===== src/rtl/sweeper_pkg.sv =====
// Shared types and constants for the truth-table sweeper.
package sweeper_pkg;

    typedef enum logic [1:0] {
        ST_IDLE,
        ST_SETTLE,
        ST_SAMPLE,
        ST_DONE
    } state_t;

    localparam int unsigned N_IN_DEF = 3;
    localparam int unsigned TT_W     = 2 ** N_IN_DEF;
    localparam int unsigned NSAMP    = 3;
    localparam int unsigned SCNT_W   = 8;
    localparam int unsigned SAMP_W   = 2;

endpackage


===== src/rtl/sample_voter.sv =====
// Three-sample shift register with majority vote and unanimity check.
module sample_voter
    import sweeper_pkg::*;
(
    input  logic clk,
    input  logic rst_n,
    input  logic clr,
    input  logic shift_en,
    input  logic din,
    output logic vote,
    output logic disagree
);

    logic [NSAMP-1:0] sr;

    always_ff @(posedge clk or negedge rst_n) begin
        if (!rst_n) begin
            sr <= '0;
        end else if (clr) begin
            sr <= '0;
        end else if (shift_en) begin
            sr <= {sr[NSAMP-2:0], din};
        end
    end

    assign vote     = (sr[0] & sr[1]) | (sr[0] & sr[2]) | (sr[1] & sr[2]);
    assign disagree = (|sr) & ~(&sr);

endmodule


===== src/rtl/truth_table_sweeper.sv =====
// Sweeps every input code of a small gate, votes three samples per code and
// compares the measured truth table against a reference.
module truth_table_sweeper
    import sweeper_pkg::*;
#(
    parameter int unsigned           N_IN     = 3,
    parameter int unsigned           SETTLE   = 4,
    parameter logic [(2**N_IN)-1:0]  EXPECTED = 8'h9A
) (
    input  logic                   clk,
    input  logic                   rst_n,
    input  logic                   start,
    input  logic                   abort,
    input  logic                   gate_out,
    output logic [N_IN-1:0]        gate_in,
    output logic                   busy,
    output logic                   done,
    output logic [(2**N_IN)-1:0]   table_out,
    output logic                   match,
    output logic                   glitch
);

    localparam int unsigned TT_WL = 2 ** N_IN;

    state_t              state, state_nxt;
    logic [SCNT_W-1:0]   settle_cnt, settle_cnt_d;
    logic [SAMP_W-1:0]   samp_cnt, samp_cnt_d;
    logic [N_IN-1:0]     code_d;
    logic [TT_WL-1:0]    shadow, shadow_d;
    logic                sflag, sflag_d;
    logic                wr_pend, wr_pend_d;
    logic [N_IN-1:0]     wr_idx, wr_idx_d, wr_bit;
    logic                busy_d, done_d, match_d, glitch_d;
    logic [TT_WL-1:0]    table_d;
    logic                last_samp, last_code;
    logic                vclr, vshift, vote, disagree;

    assign last_samp = (samp_cnt == SAMP_W'(NSAMP - 1));
    assign last_code = (gate_in == N_IN'(TT_WL - 1));
    assign wr_bit    = N_IN'(TT_WL - 1) - wr_idx;

    sample_voter u_voter (
        .clk      (clk),
        .rst_n    (rst_n),
        .clr      (vclr),
        .shift_en (vshift),
        .din      (gate_out),
        .vote     (vote),
        .disagree (disagree)
    );

    // State register
    always_ff @(posedge clk or negedge rst_n) begin
        if (!rst_n) begin
            state <= ST_IDLE;
        end else begin
            state <= state_nxt;
        end
    end

    // Next-state logic; abort wins over everything outside IDLE
    always_comb begin
        state_nxt = state;
        case (state)
            ST_IDLE:   if (start && !abort) state_nxt = ST_SETTLE;
            ST_SETTLE: begin
                if (abort)                 state_nxt = ST_IDLE;
                else if (settle_cnt == '0) state_nxt = ST_SAMPLE;
            end
            ST_SAMPLE: begin
                if (abort)          state_nxt = ST_IDLE;
                else if (last_samp) state_nxt = last_code ? ST_DONE : ST_SETTLE;
            end
            ST_DONE:   state_nxt = ST_IDLE;
            default:   state_nxt = ST_IDLE;
        endcase
    end

    // Datapath / output next values. The vote of a code is committed one
    // cycle after its third sample, so DONE folds the last pending bit in.
    always_comb begin
        settle_cnt_d = settle_cnt;
        samp_cnt_d   = samp_cnt;
        code_d       = gate_in;
        shadow_d     = shadow;
        sflag_d      = sflag;
        wr_pend_d    = 1'b0;
        wr_idx_d     = wr_idx;
        busy_d       = (state_nxt != ST_IDLE);
        done_d       = 1'b0;
        table_d      = table_out;
        match_d      = match;
        glitch_d     = glitch;
        vclr         = 1'b0;
        vshift       = 1'b0;

        if (wr_pend) begin
            shadow_d[wr_bit] = vote;
            sflag_d          = sflag | disagree;
        end

        case (state)
            ST_IDLE: begin
                if (state_nxt == ST_SETTLE) begin
                    settle_cnt_d = SCNT_W'(SETTLE - 1);
                    samp_cnt_d   = '0;
                    code_d       = '0;
                    shadow_d     = '0;
                    sflag_d      = 1'b0;
                    vclr         = 1'b1;
                end
            end
            ST_SETTLE: begin
                if (settle_cnt != '0) settle_cnt_d = settle_cnt - SCNT_W'(1);
                samp_cnt_d = '0;
            end
            ST_SAMPLE: begin
                vshift     = 1'b1;
                samp_cnt_d = samp_cnt + SAMP_W'(1);
                if (last_samp) begin
                    wr_pend_d    = 1'b1;
                    wr_idx_d     = gate_in;
                    samp_cnt_d   = '0;
                    code_d       = last_code ? '0 : gate_in + N_IN'(1);
                    settle_cnt_d = SCNT_W'(SETTLE - 1);
                end
            end
            ST_DONE: begin
                done_d   = 1'b1;
                table_d  = shadow_d;
                match_d  = (shadow_d == EXPECTED);
                glitch_d = sflag_d;
                code_d   = '0;
            end
            default: ;
        endcase

        // Aborted sweeps leave the published result untouched
        if (abort && (state != ST_IDLE)) begin
            code_d    = '0;
            wr_pend_d = 1'b0;
            done_d    = 1'b0;
            table_d   = table_out;
            match_d   = match;
            glitch_d  = glitch;
        end
    end

    always_ff @(posedge clk or negedge rst_n) begin
        if (!rst_n) begin
            settle_cnt <= '0;
            samp_cnt   <= '0;
            gate_in    <= '0;
            shadow     <= '0;
            sflag      <= 1'b0;
            wr_pend    <= 1'b0;
            wr_idx     <= '0;
            busy       <= 1'b0;
            done       <= 1'b0;
            table_out  <= '0;
            match      <= 1'b0;
            glitch     <= 1'b0;
        end else begin
            settle_cnt <= settle_cnt_d;
            samp_cnt   <= samp_cnt_d;
            gate_in    <= code_d;
            shadow     <= shadow_d;
            sflag      <= sflag_d;
            wr_pend    <= wr_pend_d;
            wr_idx     <= wr_idx_d;
            busy       <= busy_d;
            done       <= done_d;
            table_out  <= table_d;
            match      <= match_d;
            glitch     <= glitch_d;
        end
    end

endmodule

===== config.mk =====
export PLATFORM = sky130hd
export DESIGN_NAME = truth_table_sweeper
export DESIGN_NICKNAME = d
export VERILOG_FILES = /design/src/rtl/sweeper_pkg.sv /design/src/rtl/sample_voter.sv /design/src/rtl/truth_table_sweeper.sv
export SDC_FILE = /design/constraint.sdc
export NUM_CORES = 1
export LEC_CHECK = 0
export BUFFER_PORTS_ARGS = -buffer_cell sky130_fd_sc_hd__buf_2
export CAP_MARGIN = 25
export CORE_MARGIN = 8
export CORE_UTILIZATION = 60
export CTS_BUF_LIST = sky130_fd_sc_hd__clkbuf_16
export DETAILED_ROUTE_END_ITERATION = 16
export GPL_TIMING_DRIVEN = 0
export PLACE_DENSITY = 0.84
export REMOVE_ABC_BUFFERS = 1
export SLEW_MARGIN = 20
export SYNTH_ARGS = -nofsm -noshare
export SYNTH_HDL_FRONTEND = slang
export SYNTH_SLANG_ARGS = --single-unit

===== constraint.sdc =====
create_clock -name clk -period 3.7 [get_ports clk]
set_clock_uncertainty 0.1 [all_clocks]
set_input_delay 0.37 -clock clk [delete_from_list [all_inputs] [get_ports clk]]
set_output_delay 0.37 -clock clk [all_outputs]
set_load 0.02 [all_outputs]

After elaboration in Yosys (flattened, before gate mapping)
Index checks and enable logic that the tools add are counted.

operators by class
  $add $sub $neg = 4
  order comparisons = 2
  eq/ne operators = 12
  muxes and demuxes = 38
  bitwise logic cells = 9
  reduce and logical (&&, ||, !) cells = 19

operator list
  cell                 number
  $mux 8               6
  $pmux 8 s3           1
  $mux 3               6
  $mux 2               8
  $mux 1               12
  $pmux 3 s3           1
  $bwmux 8             1
  $eq 8x8->1 const B   1
  $logic_not 8->1      1
  $pmux 2 s4           1
  $reduce_bool 8->1    1
  $sub 8x1->8 const B  1
  $eq 2x2->1 const B   3
  $ne 2x2->1 const B   3
  $ne 3x3->1 const B   2
  $pmux 2 s3           1
  $reduce_and 2->1     3
  $reduce_and 3->1     2
  $reduce_bool 2->1    3
  $and 1x1->1          4
  $eq 2x1->1 const B   2
  $lt 3x4->1 const B   1
  $reduce_and 4->1     1
  $reduce_bool 4->1    1
  13 further kinds     18

storage, ports and cells
  flip-flop bits (word level) = 43
  input bits = 5
  output and inout bits = 15

Depth between registers and ports, before layout
Gate-level depths: netlist of run 1.

  word-level depth = 9
  depth in mapped cells = 8
  mapped depth without buffers = 7

By module
From an unflattened synthesis of run 1, not the netlist that was laid out.

unflattened totals
  cell total of the unflattened synthesis = 215
  area total of the unflattened synthesis = 2,197.1 µm²

modules (own cells, without submodules)
  module               times used  cells each  area each (µm²)  seq. area each (µm²)
  truth_table_sweeper  1           202         2,054.5          1,001.0
  sample_voter         1           13          142.6            75.1

Worst setup path before layout of run 1
OpenSTA, ideal clock, no wires.

  path kind = register to register
  from = reg state[0]
  to = reg gate_in[0]
  library setup time = 125 ps
  arrival time = 1,777 ps
  required time = 3,475 ps
  path slack = 1,698 ps
  stages on the path, launching flop included = 7
  buffers on the path = 0
  path through = dfrtp_1 -> inv_1 -> ha_1 -> a22oi_1 -> nor2_1 -> a211oi_1 -> mux2_2

between the ends
  cells in the longest elaborated chain, start to end = 6
  elaborated cells between the ends (all ways) = 19
  those cells by class = 6 x eq/ne; 8 x mux; 5 x reduce/logical

RTL lines
  item                              line                                                  source
  start, declared                   truth_table_sweeper.sv:25                             state_t state, state_nxt;
  start signal, assigned            truth_table_sweeper.sv:57                             state <= state_nxt;
  $mux 2, on equally long branches  truth_table_sweeper.sv:72, truth_table_sweeper.sv:68
  $mux 2, on equally long branches  truth_table_sweeper.sv:71, truth_table_sweeper.sv:67
  $pmux 2 s4                        truth_table_sweeper.sv:64                             case (state)
  $eq 2x1->1                        truth_table_sweeper.sv:104                            if (state_nxt == ST_SETTLE) begin
  $ne 3x3->1 (no line)              n/a
  $reduce_and 3->1 (no line)        n/a
  end signal, assigned              truth_table_sweeper.sv:166                            gate_in <= code_d;
  end, declared                     truth_table_sweeper.sv:15                             output logic [N_IN-1:0] gate_in,

Parallel ways exist; a longest one is shown, timed or not.
A chain may end at the register's enable or synchronous reset.

Final worst setup path of run 1
Ends and elaborated chain as after synthesis.

==> results of run 1 <==
tightest hold or removal path, delay by kind of cell:
family	cells	cell delay, ns
AND/OR/NAND/NOR	1	0.08
buffers and inverters	1	0.07
multiplexers	1	0.05
metrics by stage:
stage / power (mW) / instances
after global routing: 1.34 / 293
after CTS: 1.27 / 290
after floorplan: 0.779 / 215
final: 1.27 / 293
after detailed placement: 0.860 / 282
after global placement: 0.849 / 282
worst paths after layout:
path,endpoint,from,slack (ns),depth (start not counted)
min reg2reg,table_out[6],table_out[6],0.37,2
min in group asynchronous,done,rst_n,0.42,2
max,gate_in[0],state[0],1.32,6
min,u_voter.sr[0],gate_out,0.24,3
max reg2reg,gate_in[0],state[0],1.32,6
max in group asynchronous,settle_cnt[4],rst_n,2.61,3
state kept, by name, summed over array words and instances (netlist names), 2 cells and up:
| signal | count |
|---|---|
| settle_cnt | 8 |
| shadow | 8 |
| table_out | 8 |
| gate_in | 3 |
| u_voter.sr | 3 |
| wr_idx | 3 |
| samp_cnt | 2 |
| state | 2 |
layout make-up:
class | count | area [µm²] | share of cell area
Tap cell | 48 | 60.1 | 0.0238
Multi-Input combinational cell | 161 | 1080 | 0.426
Timing Repair Buffer | 22 | 133 | 0.0526
Sequential cell | 43 | 1080 | 0.426
Clock buffer | 5 | 125 | 0.0496
Clock inverter | 3 | 12.5 | 0.00496
Inverter | 11 | 41.3 | 0.0164
routing by layer:
layer | vias to the layer above | part of all wire | track usage
li1 | 837 | - | -
met4 | 0 | 0.022 | 0.0774
met3 | 10 | 0.039 | 0.0326
met1 | 791 | 0.42 | 0.162
met2 | 27 | 0.52 | 0.274
met5 | - | 0 | 0
kinds of logic after synthesis:
kind of cell,Yosys count,share of synthesized area
flip-flops,43,0.482
AO/OA/AOI/OAI,50,0.146
AND/OR/NAND/NOR,84,0.202
adder cells (fa/ha/maj),9,0.0493
buffers and inverters,21,0.0359
multiplexers,18,0.0846
Yosys cell counts (2+ instances only):
master,n
a21oi_1,8
a22oi_1,2
and3_1,2
and3b_1,3
clkbuf_1,9
dfrtp_1,43
ha_1,8
inv_1,11
mux2_2,7
mux2i_1,11
nand2_1,22
nand2b_1,5
nand3_1,6
nand3b_1,5
nand4_1,2
nand4b_1,3
nor2_1,21
nor2b_1,2
nor3b_1,4
o21a_1,2
o21ai_0,21
o22ai_1,2
o31a_1,2
o31ai_1,2
or2_2,2
or4_4,2
power by group:
| group | leakage, nW | total [mW] | internal (mW) | switching (mW) |
|---|---|---|---|---|
| Combinational | 0.573 | 0.322 | 0.125 | 0.197 |
| Sequential | 0.590 | 0.543 | 0.505 | 0.0384 |
| Clock | 0.0762 | 0.403 | 0.243 | 0.159 |
| Total | 1.24 | 1.27 | 0.873 | 0.395 |
==> metrics.md, run 1 <==
| Metric | Value |
|---|---|
| DRT iter0 DRCs | 123 |
| FF+latch count, synth | 43 |
| First-pass GRT wire length | 7490 µm |
| Place WS | 1.32 ns |
| Fin crit period | 2.38 ns |
| Post-synth EDFFs | 0 |
| Main synth FF type | dfrtp_1 |
| Setup crit end kind | flip-flop |
| Most common cell after layout, fill and taps aside | dfrtp_1 |
| Initial antenna violation count | 0 |
| Worst Path Max Fanout | 12 |
| Area growth, synth to finish | 13.1% |
| Final nets | 257 |
| Cell area after synthesis | 2230 µm² |
| Slowest CP cell | dfrtp_1 |
| Final worst path period share | 0.643 |
| Buf/Inv on CP | 1 |
| I/O Buffers | 19 |
| RSZ-0062 raised after global routing | no |
| Pleak | 1.24 nW |
| FILL cells | 280 |
| Drt drc | 0 |
| Share of the synthesized area in the top cell type | 0.482 |
| Total GRT Usage | 0.152 |
| Status | complete, no violations |
| Synthesized area per cell | 9.92 µm² |
| CP peak stage delay | 0.48 ns |
| Drt wl/cell | 14.6 µm |
| GPL Wtd Cong | 0.737 |
| Top Family by Delay on Critical Path | compound AO/OA/AOI/OAI gates |
| Endpoints failing setup | 0 |
| Worst Tran Pin Value | 0.590 ns |
| Top post-synthesis cells by area | dfrtp_1, mux2i_1, o21ai_0, ha_1, nand2_1 |
| # rows | 22 |
| Power per standard cell area | 502 nW/µm² |
| Core area | 3610 µm² |
| CTS tree | built |
| Overflow after GRT | 0 |
| # H-tree levels | 2 |
| Largest area contributor in the netlist | dfrtp_1 |
| MaxCap Viol Count | 0 |
| Postcts setup bufs | 0 |
| Antenna fix cells | 0 |
| Most frequent cells in the layout | dfrtp_1, nand2_1, nor2_1, o21ai_0, buf_2 |
| Worst Setup Start Kind | flip-flop |
| Final worst setup slack | 1.32 ns |
| # IOs | 20 |
| Worst VDD drop | 0.361 mV |
| Final core utilization | 0.700 |
| Max Slew Vio Count | 0 |
| Share of cells above drive strength 1 | 0.163 |
| Number of nets still failing antenna checks after routing | 0 |
| CP cell instances | inv_1, ha_1, nand2_1, o21ai_0, a211oi_1, mux2_2 |
| Post-synthesis async set-or-reset flop share | 1.00 |
| Worst Path Arrival | 2.44 ns |
| Distinct cells, synth | 44 |
| Largest net degree at the start of global routing | 44 |
| Vias post-DR | 1665 |
| Synth warn | 0 |
| Hold Crit Class | in -> reg |
| Post-CTS Resized | 0 |
| Die Wd | 77.0 µm |
| Final Hold Fails | 0 |
| Router iterations before antenna repair | 4 |
| Die area | 5930 µm² |
| Clk sink count | 43 |
| CTS clk-pin slew, worst paths | 0.05 ns |
| Cts bufs inserted | 5 |
| Final WL | 4290 µm |
| Initial Utilization | 0.619 |
| Register area share after synthesis | 0.482 |
| Clk root buf | clkbuf_16 |
| WHS | 0.238 ns |
| Hold-fix buffers, CTS | 0 |
| Worst relative slew slack | 0.605 |
| Req. time, crit path | 3.76 ns |
| Fmax | 420 MHz |
| Total negative slack | 0 ns |
| Clk_lat worst skew | 0.28 ns |
| Cell count after synthesis | 225 |
| Critical path class | reg -> reg |
| Placed inst area | 2350 µm² |
| CTS Buffer Depth | 2 |
| Finished layout cell area | 2520 µm² |
| Vias in the first global route | 1692 |
| Die Span Y | 77.0 µm |
| Post-DP HPWL | 2880 µm |
| Vias per inst | 5.68 |
No activity file was read; power rests on OpenSTA's default activity.
==> run 2, diff against run 1 <==
- ABC_AREA: default -> 1
- CORE_UTILIZATION: 60 -> 59
- PLACE_DENSITY: 0.84 -> 0.83
- clock period: 3.7 -> 2.43 ns (I/O delays scaled with it)
==> metrics.md, run 2 <==
| Metric | Value |
|---|---|
| Pleak | 1.49 nW (+20%) |
| Fin crit period | 2.21 ns (-0.174 ns) |
| CTS tree | built |
| Largest net degree at the start of global routing | 44 (unchanged) |
| Clk network pwr share | 0.244 (-0.074) |
| Post-synthesis async set-or-reset flop share | 1.00 (unchanged) |
| CP peak stage delay | 0.45 ns (-0.03 ns) |
| Final Hold Fails | 0 (unchanged) |
| WHS | 0.0914 ns (-0.147 ns) |
| Synthesized area per cell | 8.27 µm² (-17%) |
| Initial antenna violation count | 0 (unchanged) |
| Clk sink count | 43 (unchanged) |
| Setup crit end kind | flip-flop |
| Overflow after GRT | 0 (unchanged) |
| GPL Wtd Cong | 0.828 (+12%) |
| Worst VDD drop | 0.780 mV (+120%) |
| Post-synth EDFFs | 0 (unchanged) |
| Hold depth | 3 (unchanged) |
| Register area share after synthesis | 0.457 (-0.0253) |
| Final WL | 4600 µm (+7.3%) |
| Number of nets still failing antenna checks after routing | 0 (unchanged) |
| Die area | 6270 µm² (+5.8%) |
| Largest regs | settle_cnt x8, shadow x8, table_out x8 |
| Clk_lat worst skew | 0.28 ns (about the same) |
| Clk root buf | clkbuf_16 |
| Hold Crit Class | in -> reg |
| Worst Tran Pin Value | 0.506 ns (-0.0842 ns) |
| CP cell instances | inv_1, ha_2, inv_1, nand2_1, nand2_2, nand2_2, nand3_2, nand2_4, nand3_2, nand2_1, nand2_1 |
| Total negative slack | 0 ns (unchanged) |
| Most frequent cells in the layout | nand2_1, dfrtp_1, inv_1 |
| Vias post-DR | 1840 (+11%) |
| Worst Setup Start Kind | flip-flop |
| Endpoints failing setup | 0 (unchanged) |
| Worst Path Max Fanout | 11 (-1) |
| Most used cell, CP | nand2_1 |
| Most common cell after layout, fill and taps aside | nand2_1 |
| Placed cell count | 347 (+23%) |
| Router iterations before antenna repair | 4 (unchanged) |
| FILL cells | 308 (+10%) |
| Largest area contributor in the netlist | dfrtp_1 |
| Final core utilization | 0.678 (-0.0218) |
| CTS Buffer Depth | 2 (unchanged) |
| RSZ-0062 raised after global routing | no |
| Area growth, synth to finish | 12.6% |
| Die Wd | 79.2 µm (+2.9%) |
| Final worst setup slack | 0.223 ns (-1.10 ns) |
| Share of the synthesized area in the top cell type | 0.457 (-0.0253) |
| Share of cells above drive strength 1 | 0.218 (+0.0543) |
| Most instantiated cells after synthesis | nand2_1, dfrtp_1, inv_1 |
| I/O Buffers | 19 (unchanged) |
| Placed inst area | 2460 µm² (+4.7%) |
| Worst relative slew slack | 0.661 (+0.0560) |
| Initial Utilization | 0.602 (-0.0170) |
| Synth warn | 0 (unchanged) |
| Place WS | -0.219 ns (-1.54 ns) |
| # rows | 23 (+4.5%) |
| Multi-input logic area | 1090 µm² (+1.2%) |
| Reg2Reg Depth | 11 (+5) |
| Critical path class | reg -> reg |
| Total GRT Usage | 0.163 (+0.0117) |
| Drt wl/cell | 12.9 µm (-12%) |
| Switching share of power | 0.401 (+0.0893) |
| Final worst path period share | 0.908 (+0.265) |
| Worst Path Arrival | 2.28 ns (-0.16 ns) |
| Vias in the first global route | 1783 (+5.4%) |
| Top-count cell post-synth | nand2_1 |
| MaxCap Viol Count | 0 (unchanged) |
| Distinct cells, synth | 36 (-18%) |
| Max Slew Vio Count | 0 (unchanged) |
| Cts bufs inserted | 5 (unchanged) |
| Storage element area | 1080 µm² (+0.23%) |
| Drt drc | 0 (unchanged) |
| Core area | 3910 µm² (+8.5%) |
| Top post-synthesis cells by area | dfrtp_1, nand2_1, inv_1, ha_1, nor2_1 |
| Slowest CP cell | dfrtp_2 |
| First-pass GRT wire length | 8110 µm (+8.3%) |
| Psw | 1.05 mW (+170%) |
| # IOs | 20 (unchanged) |
| Sequential fraction of design power | 0.362 (-0.066) |
| # H-tree levels | 2 (unchanged) |
| Die Span Y | 79.2 µm (+2.9%) |
| Final std cells w/o fill | 358 (+22%) |
| Power Total | 2.63 mW (+110%) |
| Int Pwr | 1.57 mW (+80%) |
| Logic pwr share | 0.393 (+0.139) |
| CTS clk-pin slew, worst paths | 0.06 ns (about the same) |
| Post-DP HPWL | 3180 µm (+10%) |
| Vias per inst | 5.14 (-9.6%) |
| Fmax | 453 MHz (+7.9%) |
| DRT iter0 DRCs | 69 (-44%) |
| Req. time, crit path | 2.50 ns (-1.26 ns) |
| Cell count after synthesis | 285 (+27%) |
| Cell area after synthesis | 2360 µm² (+5.5%) |
| FF+latch count, synth | 43 (unchanged) |
| Power per standard cell area | 990 nW/µm² (+97%) |
| Finished layout cell area | 2650 µm² (+5.2%) |
| Final nets | 320 (+25%) |
| Main synth FF type | dfrtp_1 |
| Antenna fix cells | 0 (unchanged) |
| Status | complete, no violations |
[run 2: cell types whose count changed in the layout (fill, tap and decap cells not counted), sizes merged, moves of 9 or more]
cell	delta
nand2	+69
inv	+27
mux2i	-11
nand4	+9
[run 2: layout make-up]
type | count | area share
flip-flops and latches | 43 | 0.406
repair buffers | 22 | 0.0500
inverters | 40 | 0.0566
clock inverters | 3 | 0.00613
clock buffers | 5 | 0.0471
multi-input cells | 195 | 0.410
well taps | 50 | 0.0236
[run 2: path summary, 6_finish.rpt]
kind                       slack (ns)         start            end
max                              0.22      state[0]  settle_cnt[6]
min                              0.09      gate_out  u_voter.sr[0]
max reg2reg                      0.22      state[0]  settle_cnt[6]
min reg2reg                      0.37  table_out[6]   table_out[6]
max in group asynchronous        1.42         rst_n          match
min in group asynchronous        0.33         rst_n  settle_cnt[5]
[run 2: repair_timing]
action	CTS	global route
hold endpoints to repair	0	17
gates cloned	0	0
gates resized for setup	2	4
buffers inserted	1	0
pin swaps	1	0
endpoints found under the setup margin	22	8
hold buffers	0	1
[run 2: power groups by stage]
stage | Clock (mW) | Sequential (mW) | Combinational (mW)
after floorplan | 0 | 0.944 | 0.803
after global placement | 0 | 0.954 | 0.965
after detailed placement | 0 | 0.956 | 1.00
after CTS | 0.656 | 0.947 | 1.03
after global routing | 0.682 | 0.967 | 1.16
final | 0.642 | 0.952 | 1.03
[run 2: worst max-delay path: cells and delay by family (launching register included)]
| kind | cells | cell delay (ns) |
|---|---|---|
| DFF | 1 | 0.45 |
| adders and majority gates | 1 | 0.33 |
| buffers and inverters | 2 | 0.33 |
| and+or+nand+nor | 8 | 0.88 |
[run 2: kinds of logic after synthesis]
| kind of cell | synth area share |
|---|---|
| DFF | 0.457 |
| AOI/OAI and AO/OA | 0.103 |
| and+or+nand+nor | 0.299 |
| adders and majority gates | 0.0425 |
| buffers and inverters | 0.0866 |
| xor gates and xnor gates | 0.00744 |
| muxes | 0.00478 |
[run 2: layer usage]
layer / share of wire / routed length, µm / vias up / track usage
met3: 0.047 / 217 / 10 / 0.0485
li1: - / - / 955 / -
met2: 0.47 / 2150 / 39 / 0.268
met4: 0.024 / 110 / 0 / 0.0704
met1: 0.46 / 2120 / 836 / 0.194
met5: 0 / 0 / - / 0
==> run 3, diff against run 2 <==
- clock period: 2.43 -> 2.11 ns (I/O delays scaled with it)
==> metrics.md, run 3 (same netlist as run 2, synthesis figures left out) <==
| Metric | Value |
|---|---|
| Status | finished, violations left |
| Failing checks | setup timing |
| Final std cells w/o fill | 370 (+3.4%) |
| Fin crit period | 2.13 ns (-0.0733 ns) |
| Largest regs | settle_cnt x8, shadow x8, table_out x8 |
| Worst Tran Pin Value | 0.567 ns (+0.0605 ns) |
| Number of nets still failing antenna checks after routing | 0 (unchanged) |
| Final nets | 332 (+3.8%) |
| Area growth, synth to finish | 22.0% |
| Logic pwr share | 0.463 (+0.070) |
| Hold Crit Class | in -> reg |
| Power Total | 3.45 mW (+32%) |
| Worst Path Max Fanout | 6 (-5) |
| Cts bufs inserted | 5 (unchanged) |
| Vias post-DR | 1991 (+8.2%) |
| Sequential fraction of design power | 0.322 (-0.040) |
| Initial Utilization | 0.602 (unchanged) |
| Share of cells above drive strength 1 | 0.266 (+0.0481) |
| CTS clk-pin slew, worst paths | 0.06 ns (about the same) |
| I/O Buffers | 19 (unchanged) |
| Final worst path period share | 1.01 (+0.103) |
| # IOs | 20 (unchanged) |
| # H-tree levels | 2 (unchanged) |
| # rows | 23 (unchanged) |
| Clk root buf | clkbuf_16 |
| Die Span Y | 79.2 µm (unchanged) |
| Final WL | 5450 µm (+19%) |
| Endpoints failing setup | 6 (+6) |
| Worst r2r src | state[0] |
| Place WS | -0.539 ns (-0.320 ns) |
| Critical path startpoint | state[0] |
| Pleak | 1.60 nW (+7.1%) |
| FILL cells | 267 (-13%) |
| CTS Buffer Depth | 2 (unchanged) |
| Drt wl/cell | 14.7 µm (+15%) |
| Placed inst area | 2460 µm² (unchanged) |
| Critical path class | reg -> reg |
| Final core utilization | 0.735 (+0.0566) |
| Worst Setup Start Kind | flip-flop |
| Finished layout cell area | 2880 µm² (+8.3%) |
| Worst relative slew slack | 0.621 (-0.0405) |
| Power per standard cell area | 1200 nW/µm² (+21%) |
| Clk_lat worst skew | 0.29 ns (about the same) |
| Die Wd | 79.2 µm (unchanged) |
| Router iterations before antenna repair | 4 (unchanged) |
| Hold depth | 3 (unchanged) |
| Psw | 1.41 mW (+34%) |
| Die area | 6270 µm² (unchanged) |
| Final worst setup slack | -0.0232 ns (-0.247 ns) |
| Vias per inst | 5.38 (+4.7%) |
| Largest net degree at the start of global routing | 44 (unchanged) |
| Max Slew Vio Count | 0 (unchanged) |
| Worst VDD drop | 1.04 mV (+33%) |
| Min-Delay Startpoint | gate_out |
| Setup crit end kind | flip-flop |
| Antenna fix cells | 0 (unchanged) |
| Total GRT Usage | 0.165 (+0.00143) |
| Initial antenna violation count | 0 (unchanged) |
| Final Hold Fails | 0 (unchanged) |
| Placed cell count | 347 (unchanged) |
| MaxCap Viol Count | 0 (unchanged) |
| Clk sink count | 43 (unchanged) |
| Vias in the first global route | 1799 (+0.90%) |
| Req. time, crit path | 2.19 ns (-0.31 ns) |
| CTS tree | built |
| Int Pwr | 2.04 mW (+30%) |
| RSZ-0062 raised after global routing | yes |
| Most common cell after layout, fill and taps aside | nand2_1 |
| First-pass GRT wire length | 8180 µm (+0.76%) |
| Worst Path Arrival | 2.21 ns (-0.07 ns) |
| Clk network pwr share | 0.215 (-0.029) |
| Most frequent cells in the layout | nand2_1, dfrtp_1, inv_1 |
| Overflow after GRT | 0 (unchanged) |
| Post-DP HPWL | 3180 µm (unchanged) |
| Reg2Reg Depth | 12 (+1) |
| Core area | 3910 µm² (unchanged) |
| Switching share of power | 0.408 (+0.00735) |
| Drt drc | 0 (unchanged) |
| Fmax | 469 MHz (+3.4%) |
| GPL Wtd Cong | 0.828 (unchanged) |
| DRT iter0 DRCs | 100 (+45%) |
run 3: area by class of cell:
| class | count | area [µm²] | share of cell area |
|---|---|---|---|
| clock buffers | 5 | 125 | 0.0435 |
| inverters | 40 | 155 | 0.0540 |
| well taps | 50 | 62.6 | 0.0218 |
| multi-input cells | 195 | 1200 | 0.417 |
| repair buffers | 34 | 239 | 0.0831 |
| clock inverters | 3 | 16.3 | 0.00566 |
| flip-flops and latches | 43 | 1080 | 0.375 |
run 3: power groups by stage:
stage	Clock, mW	Sequential, mW	Combinational [mW]
2_1_floorplan	0	1.09	0.925
3_3_place_gp	0	1.10	1.11
3_5_place_dp	0	1.10	1.15
4_1_cts	0.755	1.09	1.24
5_1_grt	0.790	1.13	1.74
6_report	0.741	1.11	1.60
run 3: critical path, stage by stage (launching register included):
cell and delay [ns]:
dfrtp_2 0.47, clkinvlp_4 0.19, ha_4 0.24, nor2_4 0.13
a21boi_4 0.19, nand2_2 0.10, nand2_4 0.08, nand3_4 0.09
nand2_8 0.13, buf_12 0.12, nand2_8 0.07, nand2_2 0.07
o21ai_2 0.05
run 3: stage by stage:
stage | hold WS [ns] | setup TNS, ns
finish | 0.0575 | -0.0854
global placement | 0.304 | -10.01
CTS | 0.00692 | 0
floorplan | -0.185 | 0
global route | 0.0724 | -1.59
detailed placement | 0.311 | -11.74
run 3: worst paths after layout:
kind,to,slack [ns]
setup / recovery,gate_in[0],-0.02
setup reg to reg,gate_in[0],-0.02
hold / removal,u_voter.sr[0],0.06
hold reg to reg,table_out[6],0.37
max in group asynchronous,match,1.14
min in group asynchronous,settle_cnt[5],0.30
run 3: what timing repair did:
action / CTS / global route
endpoints found under the hold margin: 0 / 17
hold buffers: 0 / 1
endpoints found under the setup margin: 33 / 31
setup buffers: 1 / 12
pin swaps: 1 / 6
resized for setup: 12 / 17
run 3: layer usage:
metal	global-route usage	part of all wire	wire length, µm	vias to the layer above
met1	0.196	0.43	2320	920
met2	0.270	0.49	2650	77
met3	0.0485	0.064	349	13
met4	0.0704	0.025	136	0
met5	0	0	0	-
li1	-	-	-	981
